File: src/rtl/pc_fetch.sv
// ---------------------------------------------------------------------------
// pc_fetch -- instruction-fetch program counter with an optional branch
// target buffer (BTB) for next-PC prediction.
//
// Optional feature macro: PC_BTB_EN
//   defined   : a direct-mapped BTB (2^BTB_IDX_W entries) with 2-bit
//               saturating counters is built and drives PredTaken.
//   undefined : no BTB storage, PredTaken is tied low and the branch
//               update inputs are ignored.
//
// Parameters
//   RESET_PC   PC value loaded on reset (low two bits are dropped)
//   BTB_IDX_W  BTB index width
//
// Ports
//   clk        single clock, all state updates on its rising edge
//   rst        synchronous active-high reset
//   PCWr       PC write enable (0 = hold the PC)
//   NPCSrc     redirect request, 1 = load NPC
//   NPC        redirect target from ID
//   BrUpdate   one-cycle pulse: a branch in ID has resolved
//   BrPC       PC of the resolved branch
//   BrTaken    resolved direction (1 = taken)
//   BrTarget   resolved taken-target
//   PC         current fetch address (registered)
//   PCPLUS4    PC + 4 (combinational, wraps modulo 2^32)
//   PredTaken  BTB predicts the current PC is a taken branch
// ---------------------------------------------------------------------------
module pc_fetch #(
  parameter logic [31:0] RESET_PC  = 32'h0000_3000,
  parameter int          BTB_IDX_W = 4
) (
  input  logic        clk,
  input  logic        rst,
  input  logic        PCWr,
  input  logic        NPCSrc,
  input  logic [31:0] NPC,
  input  logic        BrUpdate,
  input  logic [31:0] BrPC,
  input  logic        BrTaken,
  input  logic [31:0] BrTarget,
  output logic [31:0] PC,
  output logic [31:0] PCPLUS4,
  output logic        PredTaken
);

  // Only word-aligned addresses are stored; bits [1:0] are implicitly zero.
  logic [31:2] pc_reg;
  logic [31:2] pc_next;

  // Prediction for the current PC (tied off when the BTB is not built).
  logic        pred_taken;
  logic [31:2] pred_target;

  assign PC        = {pc_reg, 2'b00};
  assign PCPLUS4   = PC + 32'd4;
  assign PredTaken = pred_taken;

`ifdef PC_BTB_EN
  localparam int BTB_N = 1 << BTB_IDX_W;
  localparam int TAG_W = 30 - BTB_IDX_W;

  // Lookup uses the current fetch PC, update uses the resolved branch PC.
  logic [BTB_IDX_W-1:0] lu_idx;
  logic [TAG_W-1:0]     lu_tag;
  logic [BTB_IDX_W-1:0] br_idx;
  logic [TAG_W-1:0]     br_tag;

  assign lu_idx = pc_reg[BTB_IDX_W+1:2];
  assign lu_tag = pc_reg[31:BTB_IDX_W+2];
  assign br_idx = BrPC[BTB_IDX_W+1:2];
  assign br_tag = BrPC[31:BTB_IDX_W+2];

  // Read-side views of every entry, each element driven by its own entry.
  logic [BTB_N-1:0] valid_vec;
  logic [TAG_W-1:0] tag_arr    [BTB_N];
  logic [31:2]      target_arr [BTB_N];
  logic [1:0]       ctr_arr    [BTB_N];

  genvar gi;
  generate
    for (gi = 0; gi < BTB_N; gi++) begin : g_entry
      logic             valid_reg;
      logic [TAG_W-1:0] tag_reg;
      logic [31:2]      target_reg;
      logic [1:0]       ctr_reg;
      logic             sel;
      logic             upd_hit;

      assign sel     = BrUpdate && (br_idx == BTB_IDX_W'(gi));
      assign upd_hit = valid_reg && (tag_reg == br_tag);

      // Valid and counter are reset; tag/target are don't-care while the
      // entry is invalid, so they carry no reset.
      always_ff @(posedge clk) begin
        if (rst) begin
          valid_reg <= 1'b0;
          ctr_reg   <= 2'b01;
        end else if (sel) begin
          if (upd_hit) begin
            if (BrTaken) begin
              if (ctr_reg != 2'b11) begin
                ctr_reg <= ctr_reg + 2'b01;
              end
              target_reg <= BrTarget[31:2];
            end else if (ctr_reg != 2'b00) begin
              ctr_reg <= ctr_reg - 2'b01;
            end
          end else if (BrTaken) begin
            // Miss on a taken branch: allocate, evicting any prior occupant,
            // starting weakly taken so the next fetch predicts it.
            valid_reg  <= 1'b1;
            tag_reg    <= br_tag;
            target_reg <= BrTarget[31:2];
            ctr_reg    <= 2'b10;
          end
        end
      end

      assign valid_vec[gi]  = valid_reg;
      assign tag_arr[gi]    = tag_reg;
      assign target_arr[gi] = target_reg;
      assign ctr_arr[gi]    = ctr_reg;
    end
  endgenerate

  // Reads see the registered contents, so an update in this cycle only
  // becomes visible to lookups from the next cycle on.
  assign pred_taken  = valid_vec[lu_idx] && (tag_arr[lu_idx] == lu_tag)
                       && ctr_arr[lu_idx][1];
  assign pred_target = target_arr[lu_idx];

  // Byte-offset bits are forced to zero and therefore never read.
  logic unused_low_bits;
  assign unused_low_bits = ^{NPC[1:0], BrPC[1:0], BrTarget[1:0]};
`else
  assign pred_taken  = 1'b0;
  assign pred_target = '0;

  // Branch resolution has no effect without a BTB.
  logic unused_branch_inputs;
  assign unused_branch_inputs = ^{NPC[1:0], BrUpdate, BrPC, BrTaken, BrTarget};
`endif

  // Next-PC priority: hold > redirect > prediction > sequential.
  always_comb begin
    pc_next = pc_reg;
    if (!PCWr) begin
      pc_next = pc_reg;
    end else if (NPCSrc) begin
      pc_next = NPC[31:2];
    end else if (pred_taken) begin
      pc_next = pred_target;
    end else begin
      pc_next = PCPLUS4[31:2];
    end
  end

  always_ff @(posedge clk) begin
    if (rst) begin
      pc_reg <= RESET_PC[31:2];
    end else begin
      pc_reg <= pc_next;
    end
  end

endmodule

File: config.mk
export PLATFORM = sky130hd
export DESIGN_NAME = pc_fetch
export DESIGN_NICKNAME = d
export VERILOG_FILES = /design/src/rtl/pc_fetch.sv
export SDC_FILE = /design/constraint.sdc
export NUM_CORES = 1
export LEC_CHECK = 0
export ABC_AREA = 1
export CAP_MARGIN = 20
export CORE_UTILIZATION = 28
export DETAILED_ROUTE_END_ITERATION = 6
export PLACE_DENSITY = 0.76
export SKIP_CTS_REPAIR_TIMING = 1
export SYNTH_ARGS = -nofsm -noshare
export SYNTH_HDL_FRONTEND = slang
export SYNTH_SLANG_ARGS = --single-unit
File: constraint.sdc
create_clock -name clk -period 2.5 [get_ports clk]
set_input_delay 0.375 -clock clk [delete_from_list [all_inputs] [get_ports clk]]
set_output_delay 0.375 -clock clk [all_outputs]
set_load 0.05 [all_outputs]
Word-level counts from Yosys, hierarchy flattened
Index checks and enable logic that the tools add are counted.
Cells by class
  $add $sub $neg: 1
  mux-type cells: 1
Operators with widths (number)
  adder 32 x 3 -> 32 bit, second input constant: 1
  2-to-1 mux 30 bit: 1
Word-level totals
  output and inout port bits: 65
  logic and storage cells: 3
  register bits: 30
  input bits: 102

Longest topological paths before layout
Gate-level depths: netlist of the first run.
  word-level depth: 2
  gate-level depth with buffers: 10
  mapped depth without buffers: 10

Worst setup path before layout of the first run
No wires, ideal clock.
  path kind: register -> output
  start point: register pc_reg[2] in the netlist's numbering
  end point: output port PCPLUS4[13]
  setup slack: -0.248 ns
  required time: 2.125 ns
  arrival: 2.373 ns
  path buffers: 0
  cell stages (with the launch flop): 6
  cells stage by stage: dfxtp_1 inv_1 nor2_2 nand2_2 nor2_2 xor2_1
On the way
  cells in the longest elaborated chain, start to end: 1
RTL lines
  start: declaration: line 48  | logic [31:2] pc_reg;
  start signal: assignment: line 161  | pc_reg <= RESET_PC[31:2];
  start signal: assignment: line 163  | pc_reg <= pc_next;
  adder 32 x 3 -> 32 bit: line 56  | assign PCPLUS4 = PC + 32'd4;
  end: declaration: line 43  | output logic [31:0] PCPLUS4,
Every way passes these cells.

Final worst setup path of the first run
  start point: register pc_reg[2] in the netlist's numbering
  end point: output port PCPLUS4[5]
The elaborated chain is that of the path after synthesis.

==> results.py, run 1 <==
metrics = {
    "outcome": {
        "outcome": "completed",
    },
    "die": {
        "die_w_um": 91.7,
        "io_pins": 167,
        "fp-row-count": 32,
        "die_area_um2": 8420,
        "die_height_um": 91.7,
        "core-area_um2": 7770,
        "start_util_pct": 29.0,
    },
    "power": {
        "p_leak_uw": 0.00145,
        "p_per_area_nw_per_um2": 477,
        "vdd_ir_drop_max_uv": 212,
    },
    "placed_design": {
        "dp_hpwl_um": 5540,
        "dpl.cell_count": 561,
        "dp_slack_ns": 0.423,
        "gp_congestion": 1.01,
        "io_buffers": 93,
    },
    "detailed_routing": {
        "dr.first_iter.drc_count": 141,
        "drc": 0,
        "wirelength_um": 7220,
        "vias": 2590,
        "dr.pass1.iters": 4,
        "via_per_inst": 4.56,
        "ant_nets": 0,
        "wire_per_inst_um": 12.7,
    },
    "min_path": {
        "hold_path_depth": 2,
        "hold_class": "reg -> reg",
        "min_to": "pc_reg[31]",
        "min_from": "pc_reg[31]",
    },
    "sta": {
        "tns_ns": 0,
        "period_share_pct": 96.2,
        "fin_crit_ns": 2.40,
        "slew_headroom_pct": 51.1,
        "worst_pin_slew_ns": 0.733,
        "fin_hold_ws_ns": 0.509,
        "finalClockSkew_ns": 0.0110,
        "finalMaxSlewViolations": 0,
        "worst_slack_ns": 0.0955,
        "rsz0062_at_grt": "false",
        "setup_viol": 0,
        "timing.final.hold_violations": 0,
        "timing.fmax_ghz": 0.416,
    },
    "worst_setup_path": {
        "r2r_slack_ns": 0.71,
        "reg2regPathDepth": 8,
        "end_kind": "primary output",
        "arrival_ns": 2.03,
        "crit_fanout": 4,
        "startpoint_type": "register",
        "crit_path_start": "pc_reg[2]",
        "crit_required_ns": 2.12,
        "crit_type": "reg -> out",
        "reg2reg_to": "pc_reg[18]",
        "r2r_start": "pc_reg[3]",
    },
    "logic_synthesis": {
        "avgSynthCellArea_um2": 6.03,
        "synth_edf_count": 0,
        "synthMuxAreaShare_pct": 0,
        "yosys.area.top_type_share_pct": 26.6,
        "synth-seq-cells": 30,
        "synthFlopType": "dfxtp_1",
        "synth_simple_gate_area_share_pct": 43.7,
        "yosys.area.top_type": "dfxtp_1",
        "synth.area.top_cells": "dfxtp_1 27%, nand2_1 20%, nor2_1 9.3%, a21oi_1 8.9%, nand3_1 6.0%",
        "synthAdderAreaFrac_pct": 0.555,
        "yosysMostFrequentCell": "nand2_1",
        "synthesis.area_um2": 2250,
        "synth_top_family_by_area": "simple AND/OR/NAND/NOR gates",
        "synthArstFlopShare_pct": 0,
        "synth_xor_area_share_pct": 7.82,
        "synthTopCellsByCount": "123 x nand2_1, 56 x nor2_1, 40 x a21oi_1",
        "synth_compound_area_share_pct": 12.9,
        "yosysSeqAreaShare_pct": 26.6,
        "synth.distinct_cells": 24,
        "syn_inst": 374,
        "yosys_warnings": 0,
    },
    "clocking": {
        "cts_tree": "yes",
        "htree_num_levels": 2,
        "cts_buffers": 5,
        "cts_root_buffer": "clkbuf_8",
        "clockBufferDepth": 2,
        "worstSkewPairLatency_ns": 0.28,
        "cts_sinks": 30,
        "path_clk_slew_ns": 0.07,
    },
    "layout": {
        "diodes": 0,
        "drive_above_1_share_pct": 14.8,
        "ff_latch_area_um2": 601,
        "synthToLayoutAreaGrowth_pct": 60.8,
        "final_nets": 569,
        "fin_cells": 568,
        "multi_input_area_um2": 1530,
        "largest_reg_flops": 30,
        "nFillCells": 791,
    },
    "global_routing": {
        "overflow": 0,
        "grt_max_degree": 45,
        "grt_pass1_vias": 2503,
        "antenna_found_initial": 0,
        "grt_first_pass_wirelength_um": 11800,
        "grt_use_total_pct": 17.7,
    },
    "run": {
        "max_cap_viol_count": 0,
    },
}
## per-layer routing
layer | vias to the layer above | routed length [um] | global-route usage, %
met5 | - | 0 | 0
met4 | 0 | 43 | 3.65
met3 | 4 | 511 | 3.73
met2 | 98 | 3510 | 31.5
met1 | 1138 | 3150 | 21.9
li1 | 1350 | - | -
## critical path, stage by stage, from the launching register on
cell and delay (ns):
dfxtp_1 0.37, inv_1 0.11, nor2_2 0.21, xor2_1 0.22, clkdlybuf4s50_1 0.84
## worst max path at each step
stage	to	slack [ns]	depth (start not counted)
2_1_floorplan	PCPLUS4[15]	-0.02	5
3_3_place_gp	PCPLUS4[5]	0.44	4
3_5_place_dp	PCPLUS4[5]	0.42	4
4_1_cts	PCPLUS4[5]	0.10	4
5_1_grt	PCPLUS4[5]	0.01	4
6_report	PCPLUS4[5]	0.1	4
## layout make-up
cell class                      count  share of cell area (%)
Multi-Input combinational cell    305                    42.2
Timing Repair Buffer               99                    32.0
Sequential cell                    30                    16.6
Tap cell                          102                    3.52
Inverter                           25                    2.59
Clock buffer                        6                    2.28
Clock inverter                      1                   0.828
## layout by cell type, fill, tap and decap left out, types with 6 or more instances in the layout
master,count
nand2_1,123
clkdlybuf4s50_1,67
nor2_1,56
a21oi_1,40
dfxtp_1,30
nand3_1,27
inv_1,23
buf_12,20
o21ai_0,15
buf_4,12
nor2_4,9
xor2_2,8
clkbuf_8,6
## per-stage QoR
step                      power (uW)  instance area, um2  util (%)
after floorplan                  961                2310         -
after global placement          1220                3510      45.2
after detailed placement        1230                3510      45.2
after CTS                       1740                3630      46.7
after global routing            1810                3630      46.7
final                           1730                3630      46.7
## kinds of logic (layout without fill, tap and decap cells)
family          count (synthesis)  after routing
xor+xnor                       15             15
buf+inv                        43            131
flops                          30             30
simple gates                  227            227
fa+ha+maj                       1              1
other cells                     1              5
compound gates                 57             57
## report_power, final
part           total [uW]  internal, uW  switching [uW]
Sequential            564           511            53.5
Combinational         656           255             401
Clock                 508           319             189
Power figures use the tool's default switching activity.
==> run 2, diff against run 1 <==
--- a/config.mk
+++ b/config.mk
@@ -9,6 +9,7 @@
 export CAP_MARGIN = 20
 export CORE_UTILIZATION = 28
 export DETAILED_ROUTE_END_ITERATION = 6
+export GPL_ROUTABILITY_DRIVEN = 0
 export PLACE_DENSITY = 0.76
 export SKIP_CTS_REPAIR_TIMING = 1
 export SYNTH_ARGS = -nofsm -noshare
==> results of run 2 <==
Final layout, timing and power as in run 1 (identical DEF).
==> run 3, diff against run 2 <==
==> constraint.sdc (replaced) <==
create_clock -name clk -period 2.6 [get_ports clk]
set_input_delay 0.39 -clock clk [delete_from_list [all_inputs] [get_ports clk]]
set_output_delay 0.39 -clock clk [all_outputs]
set_load 0.05 [all_outputs]
==> run 3 against run 2 <==
Global-route usage is essentially flat; first-iteration DRC count is 32% lower; via count rose by 1.1%; register-to-register slack gained 0.16 ns; hold slack better by 0.018 ns; critical path type unchanged; largest cell class unchanged; largest power group unchanged; highest routed layer unchanged.
==> results.py, run 3 (synthesized netlist as in run 1, its figures left out) <==
metrics = {
    "layout": {
        "fin_cells": 565,
        "final_common_cell": "nand2_1",
        "diodes": 0,
        "finish.utilization_pct": 44.5,
        "drive_above_1_share_pct": 13.2,
        "mostFrequentLayoutCells": "123 x nand2_1, 67 x clkdlybuf4s50_1, 56 x nor2_1, 40 x a21oi_1, 30 x dfxtp_1",
        "synthToLayoutAreaGrowth_pct": 53.3,
        "fin_area_um2": 3460,
        "final_nets": 567,
        "largest_reg_flops": 30,
    },
    "placed_design": {
        "dpl.cell_count": 559,
        "io_buffers": 93,
        "dpl_cell_area_um2": 3370,
        "dp_hpwl_um": 5450,
    },
    "die": {
        "core-area_um2": 7770,
        "die_w_um": 91.7,
        "die_height_um": 91.7,
        "die_area_um2": 8420,
        "start_util_pct": 29.0,
        "io_pins": 167,
        "fp-row-count": 32,
    },
    "sta": {
        "worst_pin_slew_ns": 0.737,
        "setup_viol": 0,
        "rsz0062_at_grt": "false",
        "timing.final.hold_violations": 0,
        "slew_headroom_pct": 50.8,
        "fin_crit_ns": 2.43,
        "period_share_pct": 93.6,
        "tns_ns": 0,
        "finalMaxSlewViolations": 0,
        "timing.fmax_ghz": 0.411,
        "finalClockSkew_ns": 0.00486,
    },
    "worst_setup_path": {
        "max_stage_delay_ns": 0.85,
        "r2r_slack_ns": 0.87,
        "critPathTopFamily": "buffers and inverters",
        "r2r_start": "pc_reg[3]",
        "crit_fanout": 5,
        "reg2reg_to": "pc_reg[18]",
        "crit_required_ns": 2.21,
        "startpoint_type": "register",
        "critical_path_buf_inv_count": 1,
        "crit_chain": "nand2_1 > nor2_2 > xor2_1 > clkdlybuf4s50_1",
        "end_kind": "primary output",
        "crit_type": "reg -> out",
        "crit_path_start": "pc_reg[4]",
        "reg2regPathDepth": 8,
        "slowest_stage": "clkdlybuf4s50_1",
        "arrival_ns": 2.04,
    },
    "clocking": {
        "clockBufferDepth": 2,
        "cts_root_buffer": "clkbuf_8",
        "worstSkewPairLatency_ns": 0.28,
        "htree_num_levels": 2,
        "cts_buffers": 5,
        "path_clk_slew_ns": 0.07,
        "cts_sinks": 30,
        "cts_tree": "yes",
    },
    "power": {
        "vdd_ir_drop_max_uv": 205,
        "total_power_uw": 1520,
        "p_per_area_nw_per_um2": 440,
        "p_leak_uw": 0.00141,
    },
    "outcome": {
        "outcome": "completed",
    },
    "min_path": {
        "min_from": "pc_reg[29]",
        "hold_class": "reg -> reg",
        "min_to": "pc_reg[29]",
        "hold_path_depth": 2,
    },
    "run": {
        "max_cap_viol_count": 0,
    },
    "detailed_routing": {
        "dr.pass1.iters": 4,
        "wirelength_um": 7230,
        "ant_nets": 0,
        "drc": 0,
        "wire_per_inst_um": 12.8,
        "via_per_inst": 4.64,
        "dr.first_iter.drc_count": 96,
        "vias": 2619,
    },
    "global_routing": {
        "grt_max_degree": 46,
        "grt_first_pass_wirelength_um": 11900,
        "antenna_found_initial": 0,
        "grt_pass1_vias": 2573,
        "grt_use_total_pct": 17.7,
        "overflow": 0,
    },
}
## run 3: cell types whose count changed in the layout (fill, tap and decap cells not counted)
| cell | previous run | this run |
|---|---|---|
| xnor2_1 | 0 | 2 |
| xnor2_2 | 4 | 2 |
| buf_4 | 12 | 17 |
| dlymetal6s2s_1 | 0 | 3 |
| buf_12 | 20 | 10 |
| bufinv_16 | 1 | 0 |
## run 3: metal layers
| metal | track usage [%] | share of wire, % |
|---|---|---|
| met4 | 6.51 | 1.8 |
| met5 | 0 | 0 |
| met3 | 4.06 | 6.7 |
| met1 | 22.1 | 45 |
| met2 | 29.7 | 47 |
## run 3: worst max-delay path by stage
stage,endpoint,slack (ns),cells past startpoint
finish,PCPLUS4[5],0.17,4
global route,PCPLUS4[5],0.08,4
CTS,PCPLUS4[7],0.04,5
detailed placement,PCPLUS4[9],0.36,5
global placement,PCPLUS4[9],0.38,5
floorplan,PCPLUS4[10],0.03,5
## run 3: area by class of cell
cell class	instances	area [um2]
fill	813	4310
multi-input combinational	305	1520
timing repair buffer	97	1040
sequential	30	601
tap	102	128
inverter	25	93.8
clock buffer	6	82.6
## run 3: tightest hold or removal path, cell delays in order, from the launching register on
cell,delay (ns)
dfxtp_1,0.35
nand2_1,0.08
a21oi_1,0.06
## run 3: where the power goes
part	internal, uW	leakage [uW]	total [uW]	switching (uW)
clock	204	0.0000431	382	178
combinational	219	0.00112	599	380
sequential	491	0.000248	541	50.0
## run 3: through the flow
step | hold slack, ns | worst slack [ns]
floorplan | 0.459 | 0.0287
global placement | 0.488 | 0.376
detailed placement | 0.513 | 0.360
CTS | 0.524 | 0.0355
global route | 0.551 | 0.0811
finish | 0.526 | 0.168
